`config.mk`:
```
export PLATFORM = sky130hd
export DESIGN_NAME = sipo_deserializer_flat
export DESIGN_NICKNAME = d
export VERILOG_FILES = /design/src/rtl/sipo_deserializer_if.sv /design/src/rtl/sipo_deserializer.sv /design/src/flat_wrapper.sv
export SDC_FILE = /design/constraint.sdc
export NUM_CORES = 1
export LEC_CHECK = 0
export BUFFER_PORTS_ARGS = -buffer_cell sky130_fd_sc_hd__buf_2
export CORE_AREA = 10 10 47 49
export DETAILED_ROUTE_END_ITERATION = 16
export DIE_AREA = 0 0 57 59
export GPL_TIMING_DRIVEN = 0
export HOLD_SLACK_MARGIN = 0.02
export PLACE_DENSITY = 0.67
export SLEW_MARGIN = 20
export SYNTH_ARGS = -nofsm -noshare
export SYNTH_HDL_FRONTEND = slang
export SYNTH_SLANG_ARGS = --single-unit
```
`constraint.sdc`:
```
create_clock -name clk -period 2.2 [get_ports clk]
set_input_delay 0.11 -clock clk [delete_from_list [all_inputs] [get_ports clk]]
set_output_delay 0.11 -clock clk [all_outputs]
set_load 0.1 [all_outputs]
```
`src/rtl/sipo_deserializer_if.sv`:
```
// Bus interface for the SIPO deserializer.
// Groups the serial input (si, si_valid, clear) and the parallel output side
// (dout, dout_valid, dout_ready, overrun, bit_cnt).
//   master : the producer/consumer environment (drives si, si_valid, clear, dout_ready)
//   slave  : the deserializer itself (drives dout, dout_valid, overrun, bit_cnt)
interface sipo_deserializer_if #(
    parameter int WIDTH = 4
);
    localparam int CW = $clog2(WIDTH) + 1;

    logic            si;
    logic            si_valid;
    logic            clear;
    logic [WIDTH-1:0] dout;
    logic            dout_valid;
    logic            dout_ready;
    logic            overrun;
    logic [CW-1:0]   bit_cnt;

    modport master (
        output si, si_valid, clear, dout_ready,
        input  dout, dout_valid, overrun, bit_cnt
    );

    modport slave (
        input  si, si_valid, clear, dout_ready,
        output dout, dout_valid, overrun, bit_cnt
    );
endinterface

```
`src/rtl/sipo_deserializer.sv`:
```
// Serial-in parallel-out deserializer (receive end of the PISO serial link).
// Collects WIDTH valid-qualified serial bits into a word, presents each
// completed word in a holding register with a valid/ready handshake, and
// raises a sticky overrun flag when a completed word has to be dropped.
// Ports:
//   clk  : rising-edge clock
//   rst  : asynchronous active-high reset
//   bus  : sipo_deserializer_if slave modport
//          si/si_valid  serial bit and its qualifier
//          clear        synchronous framing reset (drops partial word, clears overrun)
//          dout/dout_valid/dout_ready  output word handshake
//          overrun      sticky dropped-word flag
//          bit_cnt      bits of the current partial word received so far
module sipo_deserializer #(
    parameter int WIDTH     = 4,
    parameter bit LSB_FIRST = 1'b1
) (
    input logic                clk,
    input logic                rst,
    sipo_deserializer_if.slave bus
);
    localparam int CW = $clog2(WIDTH) + 1;

    typedef enum logic {
        EMPTY = 1'b0,
        FULL  = 1'b1
    } state_t;

    state_t           state_r;
    state_t           state_n_s;
    logic [WIDTH-1:0] shreg_r;
    logic [WIDTH-1:0] shifted_s;
    logic [CW-1:0]    bit_cnt_r;
    logic [WIDTH-1:0] dout_r;
    logic             overrun_r;
    logic             accept_s;
    logic             complete_s;
    logic             load_s;
    logic             ovr_evt_s;

    // A bit taken on a clear edge is discarded, so it can never complete a word.
    assign accept_s   = bus.si_valid & ~bus.clear;
    assign complete_s = accept_s & (bit_cnt_r == CW'(WIDTH - 1));

    // Shift register value after taking in the current si bit.
    always_comb begin
        shifted_s = shreg_r;
        if (LSB_FIRST) begin
            shifted_s = {bus.si, shreg_r[WIDTH-1:1]};
        end else begin
            shifted_s = {shreg_r[WIDTH-2:0], bus.si};
        end
    end

    // Input shift register and partial-word bit counter.
    always_ff @(posedge clk or posedge rst) begin
        if (rst) begin
            shreg_r   <= {WIDTH{1'b0}};
            bit_cnt_r <= {CW{1'b0}};
        end else if (bus.clear) begin
            shreg_r   <= {WIDTH{1'b0}};
            bit_cnt_r <= {CW{1'b0}};
        end else if (accept_s) begin
            shreg_r   <= shifted_s;
            bit_cnt_r <= complete_s ? {CW{1'b0}} : bit_cnt_r + CW'(1);
        end
    end

    // Output FSM next state, holding-register load and overrun event.
    always_comb begin
        state_n_s = state_r;
        load_s    = 1'b0;
        ovr_evt_s = 1'b0;
        case (state_r)
            EMPTY: begin
                if (complete_s) begin
                    state_n_s = FULL;
                    load_s    = 1'b1;
                end else begin
                    state_n_s = EMPTY;
                end
            end
            FULL: begin
                if (complete_s && bus.dout_ready) begin
                    // Consumer takes the old word while the new one lands: no bubble.
                    state_n_s = FULL;
                    load_s    = 1'b1;
                end else if (complete_s) begin
                    state_n_s = FULL;
                    ovr_evt_s = 1'b1;
                end else if (bus.dout_ready) begin
                    state_n_s = EMPTY;
                end else begin
                    state_n_s = FULL;
                end
            end
            default: begin
                state_n_s = EMPTY;
            end
        endcase
    end

    // Output FSM state register.
    always_ff @(posedge clk or posedge rst) begin
        if (rst) begin
            state_r <= EMPTY;
        end else begin
            state_r <= state_n_s;
        end
    end

    // Holding register; only rewritten by a load, so it is stable while FULL.
    always_ff @(posedge clk or posedge rst) begin
        if (rst) begin
            dout_r <= {WIDTH{1'b0}};
        end else if (load_s) begin
            dout_r <= shifted_s;
        end
    end

    // Sticky overrun flag; clear takes priority over a same-edge event.
    always_ff @(posedge clk or posedge rst) begin
        if (rst) begin
            overrun_r <= 1'b0;
        end else if (bus.clear) begin
            overrun_r <= 1'b0;
        end else if (ovr_evt_s) begin
            overrun_r <= 1'b1;
        end
    end

    assign bus.dout       = dout_r;
    assign bus.dout_valid = (state_r == FULL);
    assign bus.overrun    = overrun_r;
    assign bus.bit_cnt    = bit_cnt_r;
endmodule
```
`src/flat_wrapper.sv`:
```
// flat-port wrapper written by rule: the top's interface ports become plain ports
module sipo_deserializer_flat 
#(
    parameter int WIDTH     = 4,
    parameter bit LSB_FIRST = 1'b1
)
  (clk, rst, bus_si, bus_si_valid, bus_clear, bus_dout_ready, bus_dout, bus_dout_valid, bus_overrun, bus_bit_cnt);
  sipo_deserializer_if #(.WIDTH(WIDTH)) bus_i ();
  input logic clk;
  input logic rst;
  input wire logic [$bits(bus_i.si)-1:0] bus_si;
  input wire logic [$bits(bus_i.si_valid)-1:0] bus_si_valid;
  input wire logic [$bits(bus_i.clear)-1:0] bus_clear;
  input wire logic [$bits(bus_i.dout_ready)-1:0] bus_dout_ready;
  output wire logic [$bits(bus_i.dout)-1:0] bus_dout;
  output wire logic [$bits(bus_i.dout_valid)-1:0] bus_dout_valid;
  output wire logic [$bits(bus_i.overrun)-1:0] bus_overrun;
  output wire logic [$bits(bus_i.bit_cnt)-1:0] bus_bit_cnt;
  assign bus_i.si = bus_si;
  assign bus_i.si_valid = bus_si_valid;
  assign bus_i.clear = bus_clear;
  assign bus_i.dout_ready = bus_dout_ready;
  assign bus_dout = bus_i.dout;
  assign bus_dout_valid = bus_i.dout_valid;
  assign bus_overrun = bus_i.overrun;
  assign bus_bit_cnt = bus_i.bit_cnt;
  sipo_deserializer #(.WIDTH(WIDTH), .LSB_FIRST(LSB_FIRST)) u_core (.clk(clk), .rst(rst), .bus(bus_i));
endmodule
```
==> results by group <==
Status
  • Outcome: finished clean

Critical path
  • Crit path max fanout: 4
  • Setup crit end kind: flip-flop
  • Path type of the worst setup path: flip-flop to flip-flop
  • Worst path required time: 2360 ps
  • Arrival time of the worst setup path: 1900 ps
  • Kind of start point of the critical path: flip-flop

Global route
  • Global-route wire length before repair: 1863 um
  • Total routing resource utilization after global routing: 7.202%
  • Via count of the first global-routing pass: 385
  • Pin count of the biggest net entering global routing: 13
  • Number of antenna violations at the first check in global routing: 0
  • GRT Residual Overflow: 0

Drt
  • Final wirelength: 1077 um
  • DRC violation count after routing: 0
  • Pre-Repair DR Iteration Count: 4
  • Detailed-route wire length per cell: 13.99 um
  • Via density per instance: 4.805
  • Starting DRC count in detailed routing: 4
  • Routed vias: 370
  • Count of antenna-violating nets left after detailed routing: 0

Pwr
  • Flop pwr share: 46.5%
  • Max VDD drop: 0.4033 mV
  • Pint: 357.4 uW
  • Combinational group share of total power: 19.7%
  • Switching pwr: 149.9 uW
  • Switching fraction of total power: 29.54%
  • PwrDens: 712.5 nW/um^2
  • Leakage power of the design: 0.0003867 uW
  • Portion of total power attributed to the clock network: 33.8%

Floorplan
  • Vertical die dimension: 59 um
  • Chip Width: 57 um
  • Area of the die: 3363 sq um
  • Initial Util: 40.89%
  • Num rows: 14
  • Placeable core region: 1401 sq um
  • Number of ports placed on the die boundary: 15

Logic synthesis
  • Total nets after synthesis: 50
  • Ys flop type: sky130_fd_sc_hd__dfrtp_1
  • Fraction of registers with async set or reset after synthesis: 100.0%
  • Number of enable-type register cells in the synthesized netlist: 0
  • Flip-flop and latch count after synthesis: 12
  • Dominant cell type by area after synthesis: sky130_fd_sc_hd__dfrtp_1
  • Synth cell count leaders: sky130_fd_sc_hd__dfrtp_1 (12), sky130_fd_sc_hd__mux2_4 (4), sky130_fd_sc_hd__nor2_1 (4)
  • Area fraction of the dominant cell type after synthesis: 52.40%
  • Per-instance average area after synthesis: 13.33 sq um
  • Number of unique standard cell types used by synthesis: 20
  • Sequential fraction of the synthesis area: 52.40%
  • Warning count from the yosys run: 0
  • Most repeated cell in the gate-level netlist after synthesis: sky130_fd_sc_hd__dfrtp_1
  • Cell types occupying the most area after synthesis: sky130_fd_sc_hd__dfrtp_1 (52%), sky130_fd_sc_hd__mux2_4 (10%), sky130_fd_sc_hd__mux2i_1 (5.2%)
  • Synthesized instance count: 43
  • Post-synthesis instance area: 573.1 sq um

Timing
  • Final Hold Vio Count: 0
  • Setup violations, final: 0
  • Setup slack after layout: 458.6 ps
  • Clock skew after layout: 0.9048 ps
  • Share of the cycle needed by the critical path after routing: 79.15%
  • Transition at the pin with the smallest max-transition slack: 491.2 ps
  • F_max: 574.3 MHz
  • Final slew viol count: 0
  • Time the final worst path needs with I/O delays and setup: 1741 ps
  • Max-slew headroom: 67.48%
  • Post-route setup TNS: 0 ps
  • Unrepaired setup endpoints after global routing: false

Clocking
  • CTS clock-pin slew for the worst setup and hold paths: 70 ps
  • Clock tree from TritonCTS: done
  • Worst-skew pair later-pin latency: 270 ps
  • Buffers from clock root to sink, at most: 2
  • Clk Tree Root Cell: sky130_fd_sc_hd__clkbuf_4
  • TritonCTS buffer count: 3
  • Clock net sink count: 12
  • H-tree Lvls: 1
  • Resize count post-CTS: 0

Final layout
  • Count of placed standard cells in the final layout, fillers left out: 77
  • Share of layout cells above drive strength 1: 47.54%
  • Synthesis-to-finish area growth: 24.24%
  • Final core area utilization: 50.80%
  • Count of inserted antenna diode cells: 0
  • Net count of the finished layout: 69
  • Count of fill cells added during filler insertion: 140

Place
  • Routability-driven placement congestion ratio: 0.6925
  • DP Wirelength: 811.5 um
  • Pre-CTS WS: 479.0 ps
  • Number of placed instances with taps included: 71
  • Buffers added on ports: 12

Flow run
  • # Max-Cap Violations: 0

Hold path
  • Hold crit path type: input pin to flip-flop
## power groups by stage
stage               Combinational [uW]  Clock [uW]  Sequential [uW]
finish                            99.8         172              236
global route                       105         197              237
CTS                                101         182              236
detailed placement                98.0           0              240
global placement                  97.0           0              240
floorplan                         30.5           0              291
## worst paths after layout
kind	start	end	slack (ps)	depth (start not counted)
setup reg to reg	u_core.bus.bit_cnt[0]	u_core.bus.dout[1]	460	5
setup / recovery	u_core.bus.bit_cnt[0]	u_core.bus.dout[1]	460	5
hold reg to reg	u_core.bus.overrun	u_core.bus.overrun	510	2
min in group asynchronous	rst	u_core.bus.dout[0]	390	3
hold / removal	bus_si	u_core.bus.dout[3]	90	2
max in group asynchronous	rst	u_core.bus.bit_cnt[0]	1470	3
## layout by cell type (no fill, tap or decap)
cell type                       count
sky130_fd_sc_hd__buf_2             12
sky130_fd_sc_hd__dfrtp_1           10
sky130_fd_sc_hd__nor2_1             4
sky130_fd_sc_hd__mux2_4             4
sky130_fd_sc_hd__mux2i_1            3
sky130_fd_sc_hd__clkbuf_4           3
sky130_fd_sc_hd__inv_1              2
sky130_fd_sc_hd__buf_6              2
sky130_fd_sc_hd__nand2b_1           2
sky130_fd_sc_hd__a21oi_1            2
sky130_fd_sc_hd__dlygate4sd3_1      2
sky130_fd_sc_hd__dfrtp_2            2
sky130_fd_sc_hd__buf_12             1
sky130_fd_sc_hd__nand2_4            1
sky130_fd_sc_hd__nor3b_2            1
sky130_fd_sc_hd__nor2b_1            1
sky130_fd_sc_hd__or4_4              1
sky130_fd_sc_hd__nand3b_1           1
sky130_fd_sc_hd__nand2b_2           1
sky130_fd_sc_hd__nand3_1            1
sky130_fd_sc_hd__nor3_1             1
sky130_fd_sc_hd__or2_1              1
sky130_fd_sc_hd__a41oi_1            1
sky130_fd_sc_hd__ha_1               1
sky130_fd_sc_hd__clkbuf_8           1
## flip-flops by register name, indices dropped and copies added (netlist names)
signal / cells
u_core.bus.dout: 4
u_core.bus.bit_cnt: 3
u_core.shreg_r: 3
u_core.bus.dout_valid: 1
u_core.bus.overrun: 1
## worst max-delay path, cell delays in order (launching register included)
cell and delay, ps:
sky130_fd_sc_hd__dfrtp_2 390, sky130_fd_sc_hd__ha_1 260, sky130_fd_sc_hd__nand2_4 70, sky130_fd_sc_hd__or4_4 470, sky130_fd_sc_hd__buf_6 150, sky130_fd_sc_hd__mux2_4 290
## cell type report
type                            count  area, sq um  share of cell area, %
Tap cell                           16        20.02                  2.812
Sequential cell                    12        302.8                  42.53
Multi-Input combinational cell     26        222.7                  31.28
Inverter                            2        7.507                  1.054
Timing Repair Buffer               14        80.08                  11.25
Clock buffer                        4        36.28                  5.097
Buffer                              3        42.54                  5.975
## what timing repair did
action / in CTS / in global routing
hold buffers: 2 / 0
endpoints found under the hold margin: 19 / 0
setup buffers: 0 / 0
## metrics by stage
step | hold WS, ps | area, sq um | power [uW]
after CTS | 84.08 | 711.9 | 518.6
after detailed placement | 143.7 | 655.6 | 338.3
final | 93.51 | 711.9 | 507.2
after global routing | 76.26 | 711.9 | 539.0
after global placement | 139.8 | 655.6 | 336.7
after floorplan | -25.44 | 575.6 | 321.2
## layer usage
metal	wire, um	up-vias	global-route usage [%]
met3	65	2	3.863
met2	535	9	11.47
met1	461	177	7.082
met5	0	-	0
met4	14	0	5.034
li1	-	182	-
## cells by family (layout without fill, tap and decap cells)
family                     after synthesis  in the layout  share of synthesized area, %
AOI/OAI and AO/OA                        3              3                         3.275
adders and majority gates                1              1                         2.183
muxes                                    7              7                         15.72
and+or+nand+nor                         15             15                         17.68
DFF                                     12             12                         52.40
buffers and inverters                    5             23                         8.734
No activity file was read; power rests on OpenSTA's default activity.
